File: config.mk
export PLATFORM = sky130hd
export DESIGN_NAME = am386sx_bus_master
export DESIGN_NICKNAME = d
export VERILOG_FILES = /design/src/rtl/am386sx_bus_master.sv
export SDC_FILE = /design/constraint.sdc
export NUM_CORES = 1
export LEC_CHECK = 0
export ABC_AREA = 1
export ABC_CLOCK_PERIOD_IN_PS = 1640
export CAP_MARGIN = 20
export CORE_UTILIZATION = 42
export CTS_CLUSTER_SIZE = 16
export DETAILED_ROUTE_END_ITERATION = 8
export PLACE_DENSITY_LB_ADDON = 0.2
export SLEW_MARGIN = 5
export SYNTH_ARGS = -nofsm -noshare
export SYNTH_HDL_FRONTEND = slang
export SYNTH_SLANG_ARGS = --single-unit
File: constraint.sdc
create_clock -name clk -period 1.64 [get_ports clk]
set_input_delay 0.41 -clock clk [delete_from_list [all_inputs] [get_ports clk]]
set_output_delay 0.41 -clock clk [all_outputs]
set_load 0.01 [all_outputs]
File: src/rtl/am386sx_bus_master.sv
// Am386SX non-pipelined local-bus initiator: turns a request/response handshake into
// TI/T1/T2/TH bus cycles on CLK2 and grants HOLD with HOLDA between cycles.
module am386sx_bus_master #(
  parameter int PHASE_CLKS = 2,
  parameter int WAIT_MAX   = 255
) (
  input  logic        clk,
  input  logic        reset,
  input  logic        req_valid,
  output logic        req_ready,
  input  logic [22:0] req_addr,
  input  logic [1:0]  req_be,
  input  logic        req_wr,
  input  logic        req_dc,
  input  logic        req_mio,
  input  logic        req_lock,
  input  logic [15:0] req_wdata,
  output logic        rsp_valid,
  output logic [15:0] rsp_rdata,
  output logic        rsp_timeout,
  output logic        ads_n,
  output logic [22:0] addr,
  output logic        bhe_n,
  output logic        ble_n,
  output logic        wr,
  output logic        dc,
  output logic        mio,
  output logic        lock_n,
  output logic [15:0] data_out,
  output logic        data_oe,
  output logic        bus_oe,
  input  logic [15:0] data_in,
  input  logic        ready_n,
  input  logic        hold,
  output logic        holda
);

  typedef enum logic [1:0] {TI, T1, T2, TH} state_t;

  localparam int PH_W = (PHASE_CLKS > 1) ? $clog2(PHASE_CLKS) : 1;

  state_t          state;
  logic [PH_W-1:0] ph;
  logic [7:0]      wait_cnt;

  logic last_ph;
  logic wait_expired;
  logic cycle_ok;
  logic cycle_abort;
  logic accept;

  assign last_ph      = (ph == PH_W'(PHASE_CLKS - 1));
  assign wait_expired = (wait_cnt == 8'(WAIT_MAX - 1));
  assign cycle_ok     = (state == T2) && last_ph && !ready_n;
  assign cycle_abort  = (state == T2) && last_ph && ready_n && wait_expired;

  // Accepting in the last T2 clk lets a queued request start T1 with no idle TI in between.
  assign req_ready = !reset && !hold && last_ph && ((state == TI) || cycle_ok);
  assign accept    = req_valid && req_ready;

  always_ff @(posedge clk) begin
    if (reset) begin
      state       <= TI;
      ph          <= '0;
      wait_cnt    <= '0;
      ads_n       <= 1'b1;
      addr        <= '0;
      bhe_n       <= 1'b1;
      ble_n       <= 1'b1;
      wr          <= 1'b0;
      dc          <= 1'b0;
      mio         <= 1'b0;
      lock_n      <= 1'b1;
      data_out    <= '0;
      data_oe     <= 1'b0;
      bus_oe      <= 1'b1;
      holda       <= 1'b0;
      rsp_valid   <= 1'b0;
      rsp_rdata   <= '0;
      rsp_timeout <= 1'b0;
    end else begin
      // NOTE: every register here uses <=, so each branch sees the pre-edge values and the
      // later "accept" block may override the state chosen by the case without ordering hazards.
      rsp_valid   <= 1'b0;
      rsp_timeout <= 1'b0;
      ph          <= last_ph ? '0 : ph + 1'b1;

      unique case (state)
        TI: begin
          if (last_ph && hold) begin
            state  <= TH;
            holda  <= 1'b1;
            bus_oe <= 1'b0;
          end
        end
        T1: begin
          if (ph == '0 && wr) data_oe <= 1'b1;
          if (last_ph) begin
            state <= T2;
            ads_n <= 1'b1;
          end
        end
        T2: begin
          if (cycle_ok || cycle_abort) begin
            state       <= TI;
            rsp_valid   <= 1'b1;
            rsp_timeout <= cycle_abort;
            rsp_rdata   <= (cycle_abort || wr) ? 16'h0000 : data_in;
            data_oe     <= 1'b0;
            lock_n      <= 1'b1;
            bhe_n       <= 1'b1;
            ble_n       <= 1'b1;
            wait_cnt    <= '0;
          end else if (last_ph) begin
            wait_cnt <= wait_cnt + 8'd1;
          end
        end
        TH: begin
          if (last_ph && !hold) begin
            state  <= TI;
            holda  <= 1'b0;
            bus_oe <= 1'b1;
          end
        end
        default: state <= TI;
      endcase

      // An empty byte-enable field is promoted to a full-word access.
      if (accept) begin
        state    <= T1;
        ads_n    <= 1'b0;
        addr     <= req_addr;
        bhe_n    <= (req_be == 2'b00) ? 1'b0 : ~req_be[1];
        ble_n    <= (req_be == 2'b00) ? 1'b0 : ~req_be[0];
        wr       <= req_wr;
        dc       <= req_dc;
        mio      <= req_mio;
        lock_n   <= ~req_lock;
        data_out <= req_wdata;
      end
    end
  end

endmodule
# --- After elaboration in Yosys (flattened, before gate mapping) ---
# Index checks and enable logic that the tools add are counted.
classes:
  add_sub_neg: 2
  mul: 0
  div: 0
  magnitude_cmp: 0
  eq_ne: 13
  shifts: 0
  muxes: 29
  bitwise: 6
  n_reduce_logical: 38
ops:
  columns: ["op", "n"]
  rows:
  - ["two-way mux 1 bit", 18]
  - ["two-way mux 16 bit", 1]
  - ["two-way mux 8 bit", 2]
  - ["nonzero test 2 bit", 7]
  - ["logical AND 1 bit", 11]
  - ["adder 8 x 1 -> 8 bit, second input constant", 1]
  - ["equality test 8 bit, second input constant", 1]
  - ["two-way mux 2 bit", 4]
  - ["case mux 2 bit (4 select lines)", 1]
  - ["AND reduction 2 bit", 4]
  - ["AND reduction 4 bit", 2]
  - ["inequality test 2 bit, second input constant", 3]
  - ["inequality test 3 x 2 -> 1 bit, second input constant", 2]
  - ["inequality test 3 bit, second input constant", 2]
  - ["NOT 1 bit", 6]
  - ["case mux 1 bit (2 select lines)", 3]
  - ["AND reduction 3 bit", 2]
  - ["OR reduction 2 bit", 3]
  - ["equality test 2 bit, second input constant", 2]
  - ["logical NOT 2 bit", 2]
  - ["inequality test 2 x 1 -> 1 bit, second input constant", 2]
  - ["logical NOT 1 bit", 3]
  - ["logical OR 1 bit", 3]
  - ["OR reduction 3 bit", 1]
  - ["other kinds (2)", 2]
word_totals:
  ff_bits: 78
  latchBits: 0
  ram_bits: 0
  rom_bits: 0
  in_bits: 66
  word_cells: 107
  n_memories: 0

# --- Longest topological paths before layout ---
logic_depth:
  depth_word: 8
  depth_mapped: 10

# --- Worst setup path before layout ---
# Ideal clock, no wire load.
synth_timing:
  path_kind: "reg-to-reg"
  from: "reg state[0]"
  to: "reg addr[0]"
  setup_time_ns: 0.112
  arrival_time_ns: 1.359
  required_time_ns: 1.528
  slack_ns: 0.169
  stages_incl_launch_ff: 11
  path_buffers: 1
  synth_period_minus_slack_ns: 1.471
  path_cell_list: "dfxtp_1 inv_1 ha_1 nand3_2 nand2_2 nand3_4 nand2_4 inv_4 buf_6 nand2_1 nand2_1"
synth_via:
  elab_chain_len: 6
synth_lines:
  columns: ["element", "line", "text"]
  rows:
  - ["start, declared", "42", "state_t state;"]
  - ["start signal, assigned", "63", "state <= TI;"]
  - ["start signal, assigned", "91", "state <= TH;"]
  - ["start signal, assigned", "99", "state <= T2;"]
  - ["equality test 2 bit", "54", "assign cycle_ok = (state == T2) && last_ph && !ready_n;"]
  - ["logical AND 1 bit (2 in series)", "54", null]
  - ["logical OR 1 bit (*)", "58", "assign req_ready = !reset && !hold && last_ph && ((state == TI) || cycle_ok);"]
  - ["logical AND 1 bit (*)", "58", null]
  - ["logical AND 1 bit (*)", "59", "assign accept = req_valid && req_ready;"]
  - ["end signal, assigned", "132", "addr <= req_addr;"]
  - ["end, declared", "22", "output logic [22:0] addr,"]
# Every way passes the cells marked *; elsewhere a longest branch is shown, timed or not.
# A chain may end at the register's enable or synchronous reset.

# --- Final worst setup path ---
layout_timing:
  from: "reg state[0]"
  to: "out req_ready"
layout_via:
  elab_chain_len: 5
layout_lines:
  columns: ["element", "line", "text"]
  rows:
  - ["equality test 2 bit", "54", null]
  - ["logical AND 1 bit (2 in series)", "54", null]
  - ["logical OR 1 bit (*)", "58", null]
  - ["logical AND 1 bit (*)", "58", null]
  - ["end, declared", "10", "output logic req_ready,"]
# Marked as above.

==> impl_metrics.json <==
{
  "postSynth.asyncResetShare_pct": 0,
  "final_common_cell": "nand2_1",
  "yosysSeqAreaShare_pct": 49.9,
  "synth_top_area_share_pct": 49.9,
  "dr.pass1.iters": 7,
  "grt_pass1_wl_mm": 11.8,
  "drt_wl_total_mm": 7.95,
  "min_from": "addr[2]",
  "hpwl_mm": 5.64,
  "clkLatencyLatePin_ns": 0.35,
  "timing.final.ws_setup_ns": -0.0645,
  "finalSetupViolCount": 1,
  "synthCells": 399,
  "crit_type": "reg -> out",
  "grtUsageTotal_pct": 19.6,
  "root_buffer": "clkbuf_8",
  "vdd.ir_drop.worst_v": 0.000511,
  "ctsHoldBuffers": 0,
  "critPathBufInv": 2,
  "finalNonFillerCells": 669,
  "drv_cap": 0,
  "rsz0062_at_grt": "yes",
  "nFillCells": 622,
  "cp-start-kind": "flop",
  "r2r_cells": 12,
  "synthesis.area_mm2": 0.00313,
  "violations": "negative setup slack",
  "ys_ff_latch": 78,
  "preCtsSetupSlack_ns": -0.530,
  "cts_sinks": 78,
  "worstPathCellList": "inv_4, ha_4, nand3_4, nand2_2, and2_4, buf_6",
  "hold_violations": 0,
  "relSlewSlack_pct": 77.4,
  "cts_tree": "yes",
  "crit_family": "flip-flops",
  "postRouteAntennaNets": 0,
  "port_buffers": 133,
  "place_congestion": 0.754,
  "slowest_delay_ns": 0.37,
  "netlist_top_cells_area": "dfxtp_1 (50%), nand2_1 (22%), buf_12 (3.2%), inv_1 (3.1%), nand3_1 (3.0%)",
  "timing.rr.start": "state[0]",
  "final.period_utilization_pct": 104,
  "hold-path-cell-count": 2,
  "holdPathEnd": "addr[2]",
  "min_path_type": "reg -> reg",
  "ios": 134,
  "wire_per_inst_um": 11.9,
  "grt_pass1_vias": 2685,
  "worst_clock_skew_ns": 0.0137,
  "cpMaxStageDelayCell": "dfxtp_2",
  "synth-main-ff-cell": "dfxtp_1",
  "slew_violations": 0,
  "synthDistinctLibCells": 31,
  "cts-buffers-inserted": 9,
  "synth-edff-count": 0,
  "die_area_mm2": 0.00781,
  "multi_input_area_mm2": 0.00137,
  "tightest_slew_ns": 0.336,
  "ys_warn_count": 0,
  "clk_path_buf_depth": 2,
  "rows": 31,
  "diodes": 0,
  "status": "finished, violations left",
  "path_clk_slew_ns": 0.09,
  "via_count": 2992,
  "grt_antenna_before_repair": 0,
  "layout_common_cells": "nand2_1 (182), dfxtp_1 (76), clkdlybuf4s50_1 (64), dlygate4sd2_1 (52), buf_4 (28)",
  "reg2reg_slack_ns": 0.06,
  "worstPathRequired_ns": 1.23,
  "drtIter0Drc": 94,
  "end_kind": "output port",
  "drc": 0,
  "max_freq_mhz": 587,
  "die_h_um": 88.4,
  "post-place-cells": 649,
  "critPathMaxFanout": 3,
  "p_leak_nw": 2.75,
  "syn_to_final_growth_pct": 60.7,
  "yosys.area.top_type": "dfxtp_1",
  "fin_nets": 637,
  "period_minus_slack_ns": 1.70,
  "syn_nets": 471,
  "overflow": 0,
  "die_w_um": 88.4,
  "worst_ep_arrival_time_ns": 1.29,
  "drive_above_1_share_pct": 16.7,
  "grt_max_degree": 43,
  "syn_area_per_cell_um2": 7.85,
  "pwr_density_cell_mw_per_mm2": 1020,
  "seqCellArea_mm2": 0.00157,
  "start_util_pct": 43.4,
  "regToRegEndpoint": "state[1]",
  "viasPerCell": 4.47,
  "h-tree-depth": 3,
  "coreArea_mm2": 0.00721
}
==> repair_timing <==
action | 4_1_cts | 5_1_grt
buffers inserted | 0 | 3
resized for setup | 73 | 31
setup endpoints to repair | 100 | 72
pin swaps | 2 | 4
gates cloned | 0 | 1
endpoints found under the hold margin | 0 | 0
==> routing by layer <==
metal | GRT usage [%] | part of all wire [%] | routed length, um | vias up
met1 | 23.6 | 44 | 3490 | 1318
met2 | 32.0 | 46 | 3690 | 103
met5 | 0 | 0 | 0 | -
li1 | - | - | - | 1562
met4 | 6.01 | 1.1 | 89 | 0
met3 | 8.12 | 8.5 | 679 | 9
==> sequential cells by signal, indices dropped and copies added (netlist names) <==
name / flops
wr: 1
bus_oe: 1
last_ph: 1
holda: 1
bhe_n: 1
rsp_valid: 1
lock_n: 1
ble_n: 1
state: 2
wait_cnt: 8
dc: 1
mio: 1
data_out: 16
rsp_timeout: 1
data_oe: 1
rsp_rdata: 16
addr: 23
ads_n: 1
==> logic make-up (layout without fill, tap and decap cells) <==
family,after synthesis,in the layout,share of synthesized area (%)
and+or+nand+nor,253,254,35.0
DFF,78,78,49.9
buffers and inverters,42,212,9.19
AOI/OAI and AO/OA,19,19,3.32
adders and majority gates,6,6,2.40
xor gates and xnor gates,1,1,0.280
==> worst reg2reg max path, delay by kind of cell, from the launching register on <==
family                     cells  cell delay, ns
and+or+nand+nor                8            0.65
DFF                            1            0.35
buffers and inverters          3            0.35
adders and majority gates      1            0.15
==> metrics by stage <==
step	total power [W]	hold slack (ns)	utilization (%)	cell area (um^2)	setup TNS (ns)
floorplan	0.00278	0.448	-	3130	0
global placement	0.00345	0.427	65.1	4700	-18.85
detailed placement	0.00348	0.431	65.1	4700	-21.45
CTS	0.00515	0.449	68.0	4910	-0.0627
global route	0.00546	0.459	69.8	5030	-0.322
finish	0.00516	0.443	69.8	5030	-0.0645
==> power breakdown <==
group	leakage, nW	total, W	switching (W)	internal (W)
Clock	0.108	0.00164	0.000757	0.000878
Sequential	0.633	0.00212	0.0000828	0.00204
Combinational	2.01	0.00140	0.000668	0.000731
==> synth_stat cells, types with 2 or more instances <==
library cell and number:
a211oi_1 2, nand2_2 13, buf_12 5, ha_1 6
buf_2 3, nand2_4 3, buf_6 5, nor2_2 3
dfxtp_1 78, a21oi_1 6, nor3_1 2, nand3_2 2
o21ai_1 3, inv_1 26, nand2_1 186, nand3_1 19
nor2_1 18, o21ai_0 6
==> cell type report <==
type / instances / area share (%)
clock buffer: 9 / 2.46
clock inverter: 7 / 2.06
inverter: 29 / 2.41
multi-input combinational: 280 / 27.3
sequential: 78 / 31.1
tap: 99 / 2.46
timing repair buffer: 167 / 32.2
==> worst max-delay path by stage <==
stage	startpoint	slack [ns]	to	cells past startpoint
after floorplan	state[0]	0.17	addr[0]	10
after global placement	ready_n	-0.50	req_ready	6
after detailed placement	hold	-0.53	req_ready	6
after CTS	state[0]	-0.06	req_ready	6
after global routing	state[0]	-0.14	req_ready	6
final	state[0]	-0.06	req_ready	6
Power figures use the tool's default switching activity.
